==> src/rtl/sd_dac_multi.sv <==
// rtl/sd_dac_multi.sv - multi-channel first/second-order sigma-delta DAC with staged sample handshake
module sd_dac_multi #(
  parameter int   MSBI      = 7,
  parameter int   CHANNELS  = 2,
  parameter logic INV       = 1'b1,
  parameter logic SIGNED_IN = 1'b0
) (
  input  logic                         CLK,
  input  logic                         RESET,
  input  logic                         CE,
  input  logic                         ORDER2,
  input  logic                         MUTE,
  input  logic                         S_VALID,
  output logic                         S_READY,
  input  logic [CHANNELS*(MSBI+1)-1:0] S_DATA,
  output logic [CHANNELS-1:0]          DACout
);

  localparam int SW = MSBI + 1;
  localparam int AW = MSBI + 5;
  // Two guard bits so A2 + A1' + fb can never overflow before clamping
  localparam int EW = AW + 2;

  localparam logic signed [EW-1:0] LIM_P = EW'(2 ** (MSBI + 3));
  localparam logic signed [EW-1:0] LIM_N = -LIM_P;
  localparam logic signed [EW-1:0] FB_P  = EW'(2 ** MSBI);
  localparam logic signed [EW-1:0] FB_N  = -FB_P;

  // Excess-2**MSBI samples become two's complement by flipping the MSB; the
  // same constant is the raw sample that means x = 0 in either format.
  localparam logic [SW-1:0] SIGN_FLIP = SIGNED_IN ? {SW{1'b0}} : SW'(2 ** MSBI);
  localparam logic [SW-1:0] MID       = SIGN_FLIP;

  logic [CHANNELS*SW-1:0] stage_q, stage_d;
  logic [CHANNELS*SW-1:0] active_q, active_d;
  logic                   stage_full_q, stage_full_d;
  logic                   order_last_q;
  logic                   order_clear;
  logic                   accept, xfer;
  logic [CHANNELS-1:0]    dac_d;

  assign S_READY     = ~stage_full_q & ~RESET;
  assign accept      = S_VALID & S_READY;
  assign xfer        = CE & stage_full_q;
  assign order_clear = ORDER2 ^ order_last_q;

  function automatic logic signed [AW-1:0] sat(input logic signed [EW-1:0] v);
    logic signed [EW-1:0] c;
    if (v > LIM_P)      c = LIM_P;
    else if (v < LIM_N) c = LIM_N;
    else                c = v;
    return AW'(c);
  endfunction

  // Next state of the staging/active sample pipeline
  always_comb begin
    stage_d      = stage_q;
    active_d     = active_q;
    stage_full_d = accept | (stage_full_q & ~xfer);
    if (xfer)   active_d = stage_q;
    if (accept) stage_d  = S_DATA;
  end

  // Sample pipeline registers; reset drops any staged frame and recentres the active sample
  always_ff @(posedge CLK or posedge RESET) begin
    if (RESET) begin
      stage_q      <= '0;
      stage_full_q <= 1'b0;
      active_q     <= {CHANNELS{MID}};
    end else begin
      stage_q      <= stage_d;
      stage_full_q <= stage_full_d;
      active_q     <= active_d;
    end
  end

  // Tick-rate shared state: output bits and the loop order seen on the previous tick
  always_ff @(posedge CLK or posedge RESET) begin
    if (RESET) begin
      DACout       <= {CHANNELS{INV}};
      order_last_q <= 1'b0;
    end else if (CE) begin
      DACout       <= dac_d;
      order_last_q <= ORDER2;
    end
  end

  for (genvar ch = 0; ch < CHANNELS; ch++) begin : g_ch
    logic signed [AW-1:0] a1_q, a2_q, a1_d, a2_d, a1_n, a2_n;
    logic signed [SW-1:0] xs;
    logic signed [EW-1:0] x, fb, s1, s2;
    logic                 q_pos;

    assign xs    = signed'(active_q[ch*SW +: SW] ^ SIGN_FLIP);
    assign x     = MUTE ? '0 : signed'({{(EW-SW){xs[SW-1]}}, xs});
    // Quantiser looks at the pre-update loop-output accumulator
    assign q_pos = ORDER2 ? ~a2_q[AW-1] : ~a1_q[AW-1];
    assign fb    = q_pos ? FB_P : FB_N;
    assign s1    = signed'({{2{a1_q[AW-1]}}, a1_q}) + x - fb;
    assign a1_n  = sat(s1);
    assign s2    = signed'({{2{a2_q[AW-1]}}, a2_q}) + signed'({{2{a1_n[AW-1]}}, a1_n}) - fb;
    assign a2_n  = sat(s2);
    assign dac_d[ch] = q_pos ^ INV;

    // Loop update: restart from zero on an order change, otherwise integrate in the selected order
    always_comb begin
      a1_d = a1_n;
      a2_d = ORDER2 ? a2_n : '0;
      if (order_clear) begin
        a1_d = '0;
        a2_d = '0;
      end
    end

    // Accumulators advance only on modulator ticks
    always_ff @(posedge CLK or posedge RESET) begin
      if (RESET) begin
        a1_q <= '0;
        a2_q <= '0;
      end else if (CE) begin
        a1_q <= a1_d;
        a2_q <= a2_d;
      end
    end
  end

endmodule

==> config.mk <==
export PLATFORM = sky130hd
export DESIGN_NAME = sd_dac_multi
export DESIGN_NICKNAME = d
export VERILOG_FILES = /design/src/rtl/sd_dac_multi.sv
export SDC_FILE = /design/constraint.sdc
export NUM_CORES = 1
export LEC_CHECK = 0
export BUFFER_PORTS_ARGS = -buffer_cell sky130_fd_sc_hd__buf_2
export CORE_MARGIN = 1
export CORE_UTILIZATION = 45
export CTS_CLUSTER_DIAMETER = 200
export DETAILED_ROUTE_END_ITERATION = 8
export HOLD_SLACK_MARGIN = 0.05
export PLACE_DENSITY_LB_ADDON = 0.3
export RECOVER_POWER = 100
export SETUP_SLACK_MARGIN = 0.5
export SKIP_LAST_GASP = 1
export SYNTH_ARGS = -nofsm -noshare
export SYNTH_HDL_FRONTEND = slang
export SYNTH_SLANG_ARGS = --single-unit
==> constraint.sdc <==
create_clock -name CLK -period 5.9 [get_ports CLK]
set_input_delay 0.59 -clock CLK [delete_from_list [all_inputs] [get_ports CLK]]
set_output_delay 0.59 -clock CLK [all_outputs]
set_load 0.01 [all_outputs]
# ---- After elaboration in Yosys (flattened, before gate mapping)
# Index checks and enable logic that the tools add are counted.
# W data, S select, Z words.
dict set report op_classes {
  n_addsub 8
  order_cmp 8
  mux 20
  bitwise 17
}
# cell count
set ops {}
lappend ops {{$mux W12} 14}
lappend ops {{$gt A14 B12 Y1 const B} 4}
lappend ops {{$lt A14 B11 Y1 const B} 4}
lappend ops {{$mux W14} 4}
lappend ops {{$add A12 B14 Y14} 2}
lappend ops {{$sub A13 B14 Y14} 2}
lappend ops {{$sub A14 B14 Y14} 2}
lappend ops {{$add A12 B12 Y13} 2}
lappend ops {{$not A1 Y1} 11}
lappend ops {{$and A1 B1 Y1} 4}
lappend ops {{$mux W1} 2}
lappend ops {{$or A1 B1 Y1} 1}
lappend ops {{$xor A1 B1 Y1} 1}
dict set report word_totals {
  output_inout_bits 3
  in_bits 22
  ff_bits 84
}

# ---- Depth between registers and ports, before layout
# Gate-level depths: netlist of the first run.
dict set report depth {
  word_depth 14
  depth_mapped 25
  depth_no_buf 24
}

# ---- Worst setup path before layout of the first run
# OpenSTA, ideal clock, no wires.
dict set report synth_path {
  kind {input port to flip-flop}
  startpoint {input ORDER2}
  endpoint {register g_ch[0].a2_q[6]}
  arrival_time_ps 6509
  path_slack_ps -710
  path_buffers 1
  path_stages 25
  cell_sequence {mux2i_1 -> inv_1 -> fa_1 -> inv_1 -> ha_1 -> clkbuf_1 -> a21oi_1 -> nor2_1 -> o21a_1 -> a311o_1 -> or3_1 -> a21o_1 -> o21ai_1 -> nand2b_1 -> ha_1 -> inv_1 -> ha_1 -> nor2b_1 -> o31a_1 -> o41a_1 -> or4_1 -> nand3_1 -> and4_1 -> a21oi_1 -> o32ai_1}
}
dict set report synth_via {
  elab_chain_len 13
  word_cells_on_any_way 16
  classes_between {add/sub: 3; order compare: 4; mux: 8; bitwise: 1}
}
# item line_no
set synth_lines {}
lappend synth_lines {{start: declaration} 11} ;# input logic ORDER2,
lappend synth_lines {{$mux W1} 97} ;# assign q_pos = ORDER2 ? ~a2_q[AW-1] : ~a1_q[AW-1];
lappend synth_lines {{$mux W14} 98} ;# assign fb = q_pos ? FB_P : FB_N;
lappend synth_lines {{$sub A14 B14 Y14} 99} ;# assign s1 = signed'({{2{a1_q[AW-1]}}, a1_q}) + x - fb;
lappend synth_lines {{$lt A14 B11 Y1} 50} ;# else if (v < LIM_N) c = LIM_N;
lappend synth_lines {{$mux W12} 50}
lappend synth_lines {{$mux W12} 49} ;# if (v > LIM_P) c = LIM_P;
lappend synth_lines {{$add A12 B12 Y13} 101} ;# assign s2 = signed'({{2{a2_q[AW-1]}}, a2_q}) + signed'({{2{a1_n[AW-1]}}, a1_n}) - fb;
lappend synth_lines {{$sub A13 B14 Y14} 101}
lappend synth_lines {{$lt A14 B11 Y1} 50}
lappend synth_lines {{$mux W12} 50}
lappend synth_lines {{$mux W12} 49}
lappend synth_lines {{$mux W12} 108} ;# a2_d = ORDER2 ? a2_n : '0;
lappend synth_lines {{$mux W12 (*)} 109} ;# if (order_clear) begin
lappend synth_lines {{end signal: assignment} 119} ;# a2_q <= '0;
lappend synth_lines {{end signal: assignment} 122} ;# a2_q <= a2_d;
lappend synth_lines {{end: declaration} 89} ;# logic signed [AW-1:0] a1_q, a2_q, a1_d, a2_d, a1_n, a2_n;
# Mark *: on every way between the ends. The rest lies on a longest branch, timed or not.
# A chain may end at the register's enable or synchronous reset.

# ---- Worst setup path in the final report of the first run
dict set report layout_path {
  startpoint {register g_ch[1].a1_q[11]}
  endpoint {register g_ch[1].a2_q[3]}
}
dict set report layout_via {
  elab_chain_len 14
  word_cells_on_any_way 17
  classes_between {add/sub: 4; order compare: 4; mux: 8; bitwise: 1}
}
# item line_no
set layout_lines {}
lappend layout_lines {{start: declaration} 89}
lappend layout_lines {{start signal: assignment} 118} ;# a1_q <= '0;
lappend layout_lines {{start signal: assignment} 121} ;# a1_q <= a1_d;
lappend layout_lines {{branches (longest 8 deep; another with $add A12 B14 Y14)} -}
lappend layout_lines {{$sub A13 B14 Y14 (*)} 101}
lappend layout_lines {{$lt A14 B11 Y1} 50}
lappend layout_lines {{$mux W12} 50}
lappend layout_lines {{$mux W12 (*)} 49}
lappend layout_lines {{$mux W12 (*)} 108}
lappend layout_lines {{$mux W12 (*)} 109}
lappend layout_lines {{end signal: assignment} 119}
lappend layout_lines {{end signal: assignment} 122}
lappend layout_lines {{end: declaration} 89}
# Every way passes the cells marked *.

==> flow_summary_export.csv, run 1 <==
group,metric,value,unit
run_status,status,"finished with violations",
run_status,violations,"setup timing",
clocking,path_clk_slew,0.07,ns
critical_path,cp.required,6.16,ns
synthesis,yosys.area.top_type_share,28.20,%
critical_path,cp_slowest_stage_delay,0.55,ns
detailed_routing,wl_per_cell,16.86,um
critical_path,crit_fanout,5,
critical_path,cp.arrival,6.21,ns
critical_path,worstSetupPathType,"register to register",
synthesis,syn_nets,895,
synthesis,ys.flop_type,"dfrtp_1",
synthesis,synth_edf_count,0,
global_route,grt_max_degree,85,
detailed_routing,antenna_left,0,
clocking,clock_sinks,84,
synthesis,synth-seq-cells,84,
clocking,cts_tree,"yes",
detailed_routing,dr.pass1.iters,4,
clocking,cts_made_buffers,9,
sta,fin_tns_setup,-0.2440,ns
synthesis,avgSynthCellArea,9.135,um^2
sta,drv_slew,0,
synthesis,syn_inst,777,
die,dieWidth,127.6,um
placement,gp_congestion,0.8712,
clocking,cts_root_buf,"clkbuf_16",
synthesis,synth_area_leaders,"dfrtp_1, ha_1, inv_1",
detailed_routing,dr_total_vias,6699,
cells_and_area,final_nets,1111,
sta,worst_pin_slew,1.065,ns
die,io_pins,25,
min_path,holdCritPathClass,"input port to register",
synthesis,yosysTopAreaCell,"dfrtp_1",
die,dieArea,0.01628,mm^2
synthesis,synth_most_common_cell,"inv_1",
placement,portBuffers,24,
critical_path,end_kind,"register",
synthesis,synthArstFlopShare,100.0,%
die,die_y,127.6,um
placement,dpl.hpwl,13030,um
synthesis,synth_area,0.007098,mm^2
sta,period_minus_slack,5.951,ns
clocking,htree_levels,3,
global_route,antenna_found_initial,0,
critical_path,crit_slowest_cell,"or4_4",
global_route,grt_usage,23.98,%
sta,finalSetupViolCount,8,
critical_path,cp_top_family,"compound AO/OA/AOI/OAI gates",
clocking,worstSkewPairLatency,0.35,ns
global_route,grt_pass1_vias,6403,
detailed_routing,viasPerCell,5.541,
critical_path,cp.buffers_inverters,6,
cells_and_area,drive_above_1_share,41.58,%
die,start_util,46.35,%
synthesis,ys_top_cells_by_count,"inv_1, dfrtp_1, ha_1",
die,core_area,0.01531,mm^2
global_route,grt_first_pass_wirelength,31040,um
sta,setup_ws,-0.05101,ns
job,max-cap-violations,0,
sta,fmax,168.0,MHz
sta,clock-skew-final,0.008877,ns
global_route,gr-total-overflow,0,
synthesis,ys_warn_count,0,
sta,rsz0062_at_grt,"true",
sta,period_share,100.9,%
detailed_routing,drt_iter0_markers,387,
cells_and_area,syn_to_final_growth,43.91,%
clocking,clockBufferDepth,2,
die,num_rows,45,
sta,slew_headroom,28.99,%
sta,finalHoldViolCount,0,
detailed_routing,drc,0,
synthesis,seq_area_frac_synth,29.68,%
detailed_routing,finalWirelength,20390,um
synthesis,ys_types,73,
critical_path,start_kind,"register",
cells_and_area,insertedDiodeCount,0,
==> kinds of logic (layout without fill, tap and decap cells) <==
group | after synthesis | count (layout) | share of synthesized area (%)
multiplexers | 38 | 38 | 5.958
AND/OR/NAND/NOR | 190 | 190 | 14.65
flip-flops | 84 | 84 | 29.68
XOR/XNOR | 31 | 31 | 3.825
AO/OA/AOI/OAI | 188 | 189 | 19.23
adder cells (fa/ha/maj) | 96 | 96 | 18.61
buffers and inverters | 150 | 370 | 8.038
==> metrics by stage <==
step           cell area, um^2  hold slack [ns]  worst slack (ns)  cells  util (%)
6_report                 10210           0.4651          -0.05101   1209     66.70
5_1_grt                  10210           0.4628           -0.1309   1209     66.70
4_1_cts                   9797           0.4585            0.3050   1195     63.97
3_5_place_dp              8785           0.4853           -0.3486   1139     57.36
3_3_place_gp              8785           0.4754           -0.2707   1139     57.36
2_1_floorplan             7405           0.4612           0.01704    777         -
==> cell type report <==
type / instances / area (um^2)
repair buffers: 225 / 1700
inverters: 129 / 490.5
flip-flops and latches: 84 / 2108
clock inverters: 6 / 73.82
fillers: 1124 / 5100
well taps: 211 / 264.0
multi-input cells: 544 / 5339
clock buffers: 10 / 239.0
==> routing by layer <==
| layer | wire length, um | track usage (%) | vias to the layer above | share of wire, % |
|---|---|---|---|---|
| li1 | - | - | 3182 | - |
| met1 | 9274 | 32.46 | 3297 | 45 |
| met2 | 9823 | 40.31 | 175 | 48 |
| met3 | 785 | 2.345 | 45 | 3.9 |
| met4 | 505 | 8.097 | 0 | 2.5 |
| met5 | 0 | 0 | - | 0 |
==> registers in the layout, summed over array words and instances, names as in the netlist <==
register / count
active_q: 16
g_ch.a1_q: 24
DACout: 2
g_ch.a2_q: 24
stage_full_q: 1
stage_q: 16
order_last_q: 1
==> cells in the final DEF (no fill, tap or decap), types with 9 or more instances in the layout <==
| cell type | count |
|---|---|
| a21o_1 | 13 |
| a21oi_1 | 21 |
| a21oi_2 | 9 |
| a22o_1 | 12 |
| and2_1 | 9 |
| buf_2 | 19 |
| buf_4 | 189 |
| buf_6 | 12 |
| clkbuf_16 | 9 |
| dfrtp_1 | 79 |
| fa_1 | 15 |
| ha_1 | 58 |
| ha_4 | 20 |
| inv_1 | 113 |
| inv_2 | 13 |
| mux2_2 | 34 |
| nand2_1 | 27 |
| nand2b_1 | 20 |
| nand3_1 | 14 |
| nor2_1 | 28 |
| nor3_1 | 10 |
| o21a_1 | 13 |
| o21ai_0 | 13 |
| o22ai_1 | 24 |
| xnor2_1 | 14 |
| xor2_1 | 15 |
==> timing repair <==
item                                    4_1_cts  5_1_grt
endpoints found under the hold margin         0        0
endpoints found under the setup margin       23       34
cloned                                        0        1
pin swaps                                    30       31
hold buffers                                  0        0
resized for setup                            72       61
buffers inserted                             40       13
==> worst paths after layout <==
path                                        from          endpoint  slack (ns)  depth (start not counted)
worst max-delay path            g_ch[1].a1_q[11]   g_ch[1].a2_q[3]       -0.05                         26
worst min-delay path                   S_DATA[5]        stage_q[5]        0.47                          2
worst max register to register  g_ch[1].a1_q[11]   g_ch[1].a2_q[3]       -0.05                         26
worst min register to register   g_ch[1].a1_q[0]   g_ch[1].a1_q[0]        0.50                          1
max in group asynchronous                  RESET  g_ch[1].a2_q[11]        4.55                          3
min in group asynchronous                  RESET   g_ch[0].a1_q[6]        0.59                          3
Power of run 1 is not shown: default switching activity piles up to over one toggle a cycle in this logic, so the estimate is an artifact.
==> run 2: changes to the inputs <==
--- a/config.mk
+++ b/config.mk
@@ -7,8 +7,8 @@
 export LEC_CHECK = 0
 export BUFFER_PORTS_ARGS = -buffer_cell sky130_fd_sc_hd__buf_2
 export CORE_MARGIN = 1
-export CORE_UTILIZATION = 45
-export CTS_CLUSTER_DIAMETER = 200
+export CORE_UTILIZATION = 35
+export CTS_CLUSTER_DIAMETER = 40
 export DETAILED_ROUTE_END_ITERATION = 8
 export HOLD_SLACK_MARGIN = 0.05
 export PLACE_DENSITY_LB_ADDON = 0.3
==> run 2 against run 1 <==
The flow finishes with violations (capacitance limit, slew limit). Core utilization shrank 17 points. Worst hold slack worse by 0.10 ns. Sequential share of layout area grew 0.83 points. Global-route usage shrank 6.1 points.
==> flow_summary_export.csv, run 2 (synthesis results as in run 1) <==
group,metric,value,unit
cells_and_area,drive_above_1_share,37.18,%
min_path,holdCritPathClass,"input port to asynchronous set/reset pin",
cells_and_area,final_cell_mix,"buf_4, inv_1, dfrtp_1",
detailed_routing,antenna_left,0,
detailed_routing,viasPerCell,4.980,
detailed_routing,drc,0,
clocking,cts_made_buffers,9,
die,dieWidth,144.4,um
sta,period_share,97.50,%
critical_path,cp.required,6.14,ns
global_route,gr-total-overflow,0,
critical_path,r2r-end,"g_ch[0].a2_q[4]",
global_route,grt_first_pass_wirelength,29410,um
sta,drv_slew,65,
sta,fin_tns_setup,0,ns
cells_and_area,final_nets,1084,
cells_and_area,insertedDiodeCount,0,
sta,worst_pin_slew,3.519,ns
sta,clock-skew-final,0.008059,ns
sta,fmax,173.8,MHz
detailed_routing,finalWirelength,17750,um
sta,rsz0062_at_grt,"true",
die,core_area,0.01965,mm^2
detailed_routing,dr_total_vias,6155,
clocking,clock_sinks,84,
placement,dpl.hpwl,13320,um
die,start_util,36.12,%
cells_and_area,fin_util,49.94,%
global_route,grt_pass1_vias,6108,
critical_path,rrSetupSlack,0.15,ns
detailed_routing,dr.pass1.iters,4,
critical_path,rr_worst_depth,24,
sta,finalHoldViolCount,0,
clocking,htree_levels,3,
placement,gp_congestion,0.8702,
clocking,cts_tree,"yes",
die,num_rows,51,
critical_path,cp_cell_sequence,"mux2i_4 > inv_4 > fa_1 > inv_2 > ha_4 > a21oi_4 > nor2_1 > o21a_1 > a311o_1 > or3_4 > a21o_1 > o21ai_4 > nand2b_1 > ha_1 > inv_2 > ha_4 > nor2b_4 > o31a_1 > o41a_1 > or4_4 > nand3_4 > o41ai_4 > a21o_1 > a22o_1",
run_status,violations,"capacitance limit, slew limit",
global_route,grt_usage,17.91,%
clocking,clockBufferDepth,2,
sta,finalSetupViolCount,0,
placement,portBuffers,24,
cells_and_area,reg.largest.list,"g_ch.a1_q x24, g_ch.a2_q x24",
sta,slew_headroom,-134.6,%
critical_path,crit_fanout,6,
critical_path,cp_slowest_stage_delay,0.56,ns
critical_path,end_kind,"register",
critical_path,start_kind,"register",
cells_and_area,mostFrequentLayoutCell,"buf_4",
global_route,busiest_layer,"met2",
critical_path,cp.buffers_inverters,3,
clocking,cts_root_buf,"clkbuf_16",
job,max-cap-violations,1,
die,dieArea,0.02085,mm^2
global_route,antenna_found_initial,0,
placement,post-place-ws,-0.4835,ns
die,die_y,144.4,um
die,io_pins,25,
run_status,status,"finished with violations",
cells_and_area,syn_to_final_growth,38.29,%
critical_path,worstSetupPathType,"register to register",
critical_path,crit_slowest_cell,"fa_1",
detailed_routing,wl_per_cell,14.36,um
critical_path,cp.arrival,5.99,ns
critical_path,rr_startpoint,"g_ch[0].a1_q[11]",
global_route,grtUsageMet3,2.815,%
detailed_routing,drt_iter0_markers,203,
global_route,grt_max_degree,65,
global_route,use_met2,27.94,%
clocking,path_clk_slew,0.07,ns
sta,period_minus_slack,5.753,ns
clocking,worstSkewPairLatency,0.36,ns
sta,setup_ws,0.1474,ns
clocking,holdBufCountCts,0,
global_route,use_met1,25.11,%
critical_path,cp_top_family,"compound AO/OA/AOI/OAI gates",
sta,whs,0.3607,ns
run 2: area by class of cell:
cell class / instances / area (um^2)
multi-input cells: 544 / 5151
flip-flops and latches: 84 / 2107
well taps: 265 / 331.6
fillers: 1849 / 9838
clock inverters: 7 / 57.56
clock buffers: 9 / 225.2
inverters: 129 / 490.5
repair buffers: 198 / 1453
run 2: timing repair:
action	in CTS	in global routing
buffers inserted	16	5
gates resized for setup	50	38
endpoints found under the setup margin	23	24
cloned	1	0
pin swaps	28	30
run 2: metal layers:
| metal | share of wire [%] | routed length [um] |
|---|---|---|
| met5 | 0 | 0 |
| met4 | 1.6 | 276 |
| met3 | 1.9 | 341 |
| met2 | 47 | 8260 |
| met1 | 50 | 8875 |
run 2: metrics by stage:
| stage | std cells | cell area (um^2) |
|---|---|---|
| floorplan | 777 | 7405 |
| global placement | 1198 | 8890 |
| detailed placement | 1198 | 8890 |
| CTS | 1231 | 9573 |
| global route | 1236 | 9816 |
| finish | 1236 | 9816 |
run 2: worst max path at each step:
stage                                start         endpoint  slack (ns)  depth (start not counted)
after detailed placement            ORDER2  g_ch[0].a2_q[6]       -0.48                         26
final                     g_ch[0].a1_q[11]  g_ch[0].a2_q[4]        0.15                         24
after CTS                 g_ch[0].a1_q[11]  g_ch[0].a2_q[6]        0.21                         25
after global placement              ORDER2  g_ch[0].a2_q[6]       -0.45                         26
after floorplan                     ORDER2  g_ch[0].a2_q[6]        0.02                         25
after global routing      g_ch[0].a1_q[11]  g_ch[0].a2_q[3]       -0.07                         24
Power of run 2 is left out for the same reason.
==> run 3: changes to the inputs <==
==> constraint.sdc (replaced) <==
create_clock -name CLK -period 6.4 [get_ports CLK]
set_input_delay 0.64 -clock CLK [delete_from_list [all_inputs] [get_ports CLK]]
set_output_delay 0.64 -clock CLK [all_outputs]
set_load 0.01 [all_outputs]
==> run 3 against run 2 <==
The flow still finishes with violations (capacitance limit, slew limit). Count of clock-buffer cells in the layout up 1. Non-clock buffer count shrank 110. Final cell count fell by 9.0%. Via count is 5.8% lower. Critical path type unchanged. Largest cell class unchanged.
==> flow_summary_export.csv, run 3 (synthesis results as in run 1) <==
group,metric,value,unit
placement,gp_congestion,0.8282,
cells_and_area,reg.largest.list,"g_ch.a1_q x24, g_ch.a2_q x24",
detailed_routing,drt_iter0_markers,321,
cells_and_area,fillers,1879,
sta,rsz0062_at_grt,"true",
critical_path,cp.required,6.65,ns
critical_path,crit_slowest_cell,"fa_2",
critical_path,crit_fanout,6,
global_route,grt_usage,16.04,%
die,dieArea,0.02085,mm^2
cells_and_area,final_cell_mix,"inv_1, dfrtp_1, buf_4",
critical_path,cp_top_family,"compound AO/OA/AOI/OAI gates",
sta,finalSetupViolCount,0,
die,core_area,0.01965,mm^2
clocking,clock_sinks,84,
die,die_y,144.4,um
die,dieWidth,144.4,um
clocking,cts_tree,"yes",
clocking,cts_root_buf,"clkbuf_16",
die,num_rows,51,
clocking,worstSkewPairLatency,0.35,ns
min_path,holdCritPathClass,"register to register",
critical_path,start_kind,"register",
global_route,grt_first_pass_wirelength,26290,um
clocking,clockBufferDepth,2,
detailed_routing,drc,0,
critical_path,cp.buffers_inverters,3,
clocking,holdBufCountCts,0,
cells_and_area,drive_above_1_share,29.30,%
die,io_pins,25,
placement,dp_cells,1089,
global_route,grt_pass1_vias,5451,
run_status,violations,"capacitance limit, slew limit",
sta,period_share,91.77,%
global_route,grt_max_degree,59,
clocking,path_clk_slew,0.06,ns
critical_path,cp_slowest_stage_delay,0.44,ns
clocking,htree_levels,3,
sta,worst_pin_slew,3.220,ns
critical_path,worstSetupPathType,"register to register",
sta,clock-skew-final,0.008529,ns
global_route,antenna_found_initial,0,
detailed_routing,m1WireLength,8379,um
cells_and_area,regArea,0.002110,mm^2
detailed_routing,antenna_left,0,
cells_and_area,multi_input_area,0.005140,mm^2
sta,finalHoldViolCount,0,
cells_and_area,fin_cells,1125,
cells_and_area,final_nets,973,
critical_path,cp_cell_sequence,"mux2i_1 > buf_6 > fa_2 > ha_4 > a21oi_4 > o21ai_4 > a21oi_4 > o31ai_4 > xor2_1 > or3_4 > o21ai_4 > nand2b_1 > ha_1 > inv_2 > ha_4 > nor2b_4 > o31a_1 > o21a_1 > or3_4 > a2111o_1 > o41ai_2 > a21oi_1 > buf_4 > o22ai_2",
detailed_routing,wl_met3,370,um
sta,drv_slew,98,
cells_and_area,insertedDiodeCount,0,
cells_and_area,syn_to_final_growth,26.65,%
detailed_routing,wl_per_cell,14.86,um
sta,fmax,170.3,MHz
detailed_routing,highest_layer,"met4",
run_status,status,"finished with violations",
detailed_routing,wl_met2,7721,um
sta,period_minus_slack,5.874,ns
critical_path,end_kind,"register",
detailed_routing,dr.pass1.iters,4,
detailed_routing,finalWirelength,16720,um
critical_path,cp.arrival,6.13,ns
global_route,gr-total-overflow,0,
sta,slew_headroom,-114.7,%
job,max-cap-violations,2,
cells_and_area,mostFrequentLayoutCell,"inv_1",
placement,portBuffers,24,
clocking,cts_made_buffers,9,
detailed_routing,viasPerCell,5.156,
placement,dpl.hpwl,11990,um
detailed_routing,dr_total_vias,5800,
die,start_util,36.12,%
[run 3: cell types whose count changed in the layout (fill, tap and decap cells not counted), moves of 3 or more]
cell     previous run  this run
ha_4               17        21
inv_6               4         1
ha_1               62        56
o31ai_2             3         0
nor2b_1             8        11
o22ai_1            25        22
buf_4             168        60
o22ai_2             0         3
[run 3: path summary, 6_finish.rpt]
| kind | from | to | slack, ns | depth (start not counted) |
|---|---|---|---|---|
| max | g_ch[1].a2_q[11] | g_ch[1].a2_q[1] | 0.53 | 24 |
| min | g_ch[1].a2_q[7] | g_ch[1].a2_q[7] | 0.50 | 1 |
| max reg2reg | g_ch[1].a2_q[11] | g_ch[1].a2_q[1] | 0.53 | 24 |
| min reg2reg | g_ch[1].a2_q[7] | g_ch[1].a2_q[7] | 0.50 | 1 |
| max in group asynchronous | RESET | g_ch[1].a2_q[11] | 2.09 | 3 |
| min in group asynchronous | RESET | active_q[5] | 0.52 | 2 |
[run 3: cell type report]
cell class                      count  share of cell area [%]
Multi-Input combinational cell    543                   57.17
Sequential cell                    84                   23.47
Timing Repair Buffer               88                   6.945
Inverter                          129                   5.456
Tap cell                          265                   3.688
Clock buffer                       10                   2.547
Clock inverter                      6                  0.7237
[run 3: worst reg2reg max path, delay by kind of cell (launching register included)]
family,cells,cell delay [ns]
AOI/OAI and AO/OA,11,2.25
xor gates and xnor gates,1,0.19
adders and majority gates,4,1.20
buffers and inverters,3,0.41
DFF,1,0.42
muxes,1,0.38
and+or+nand+nor,4,0.94
[run 3: metal layers]
layer  track usage, %  vias up
met4            5.983        0
met3            1.987       14
met5                0        -
met2            24.65       79
met1            22.89     2806
li1                 -     2901
[run 3: what timing repair did]
item / 4_1_cts / 5_1_grt
setup endpoints to repair: 18 / 22
gates cloned: 0 / 0
pin swaps: 6 / 39
buffers inserted: 4 / 16
resized for setup: 15 / 98
[run 3: stage by stage]
step | cell area, um^2 | util (%) | hold WS, ns | worst slack, ns | setup TNS (ns)
final | 8990 | 45.74 | 0.4953 | 0.5265 | 0
after detailed placement | 7978 | 40.59 | 0.4821 | -0.04453 | -0.1991
after global routing | 8990 | 45.74 | 0.5121 | 0.1962 | 0
after CTS | 8371 | 42.59 | 0.3082 | 0.5046 | 0
after floorplan | 7305 | - | 0.4612 | 0.4483 | 0
after global placement | 7978 | 40.59 | 0.4807 | -0.008610 | -0.01287
Power of run 3 is left out for the same reason.
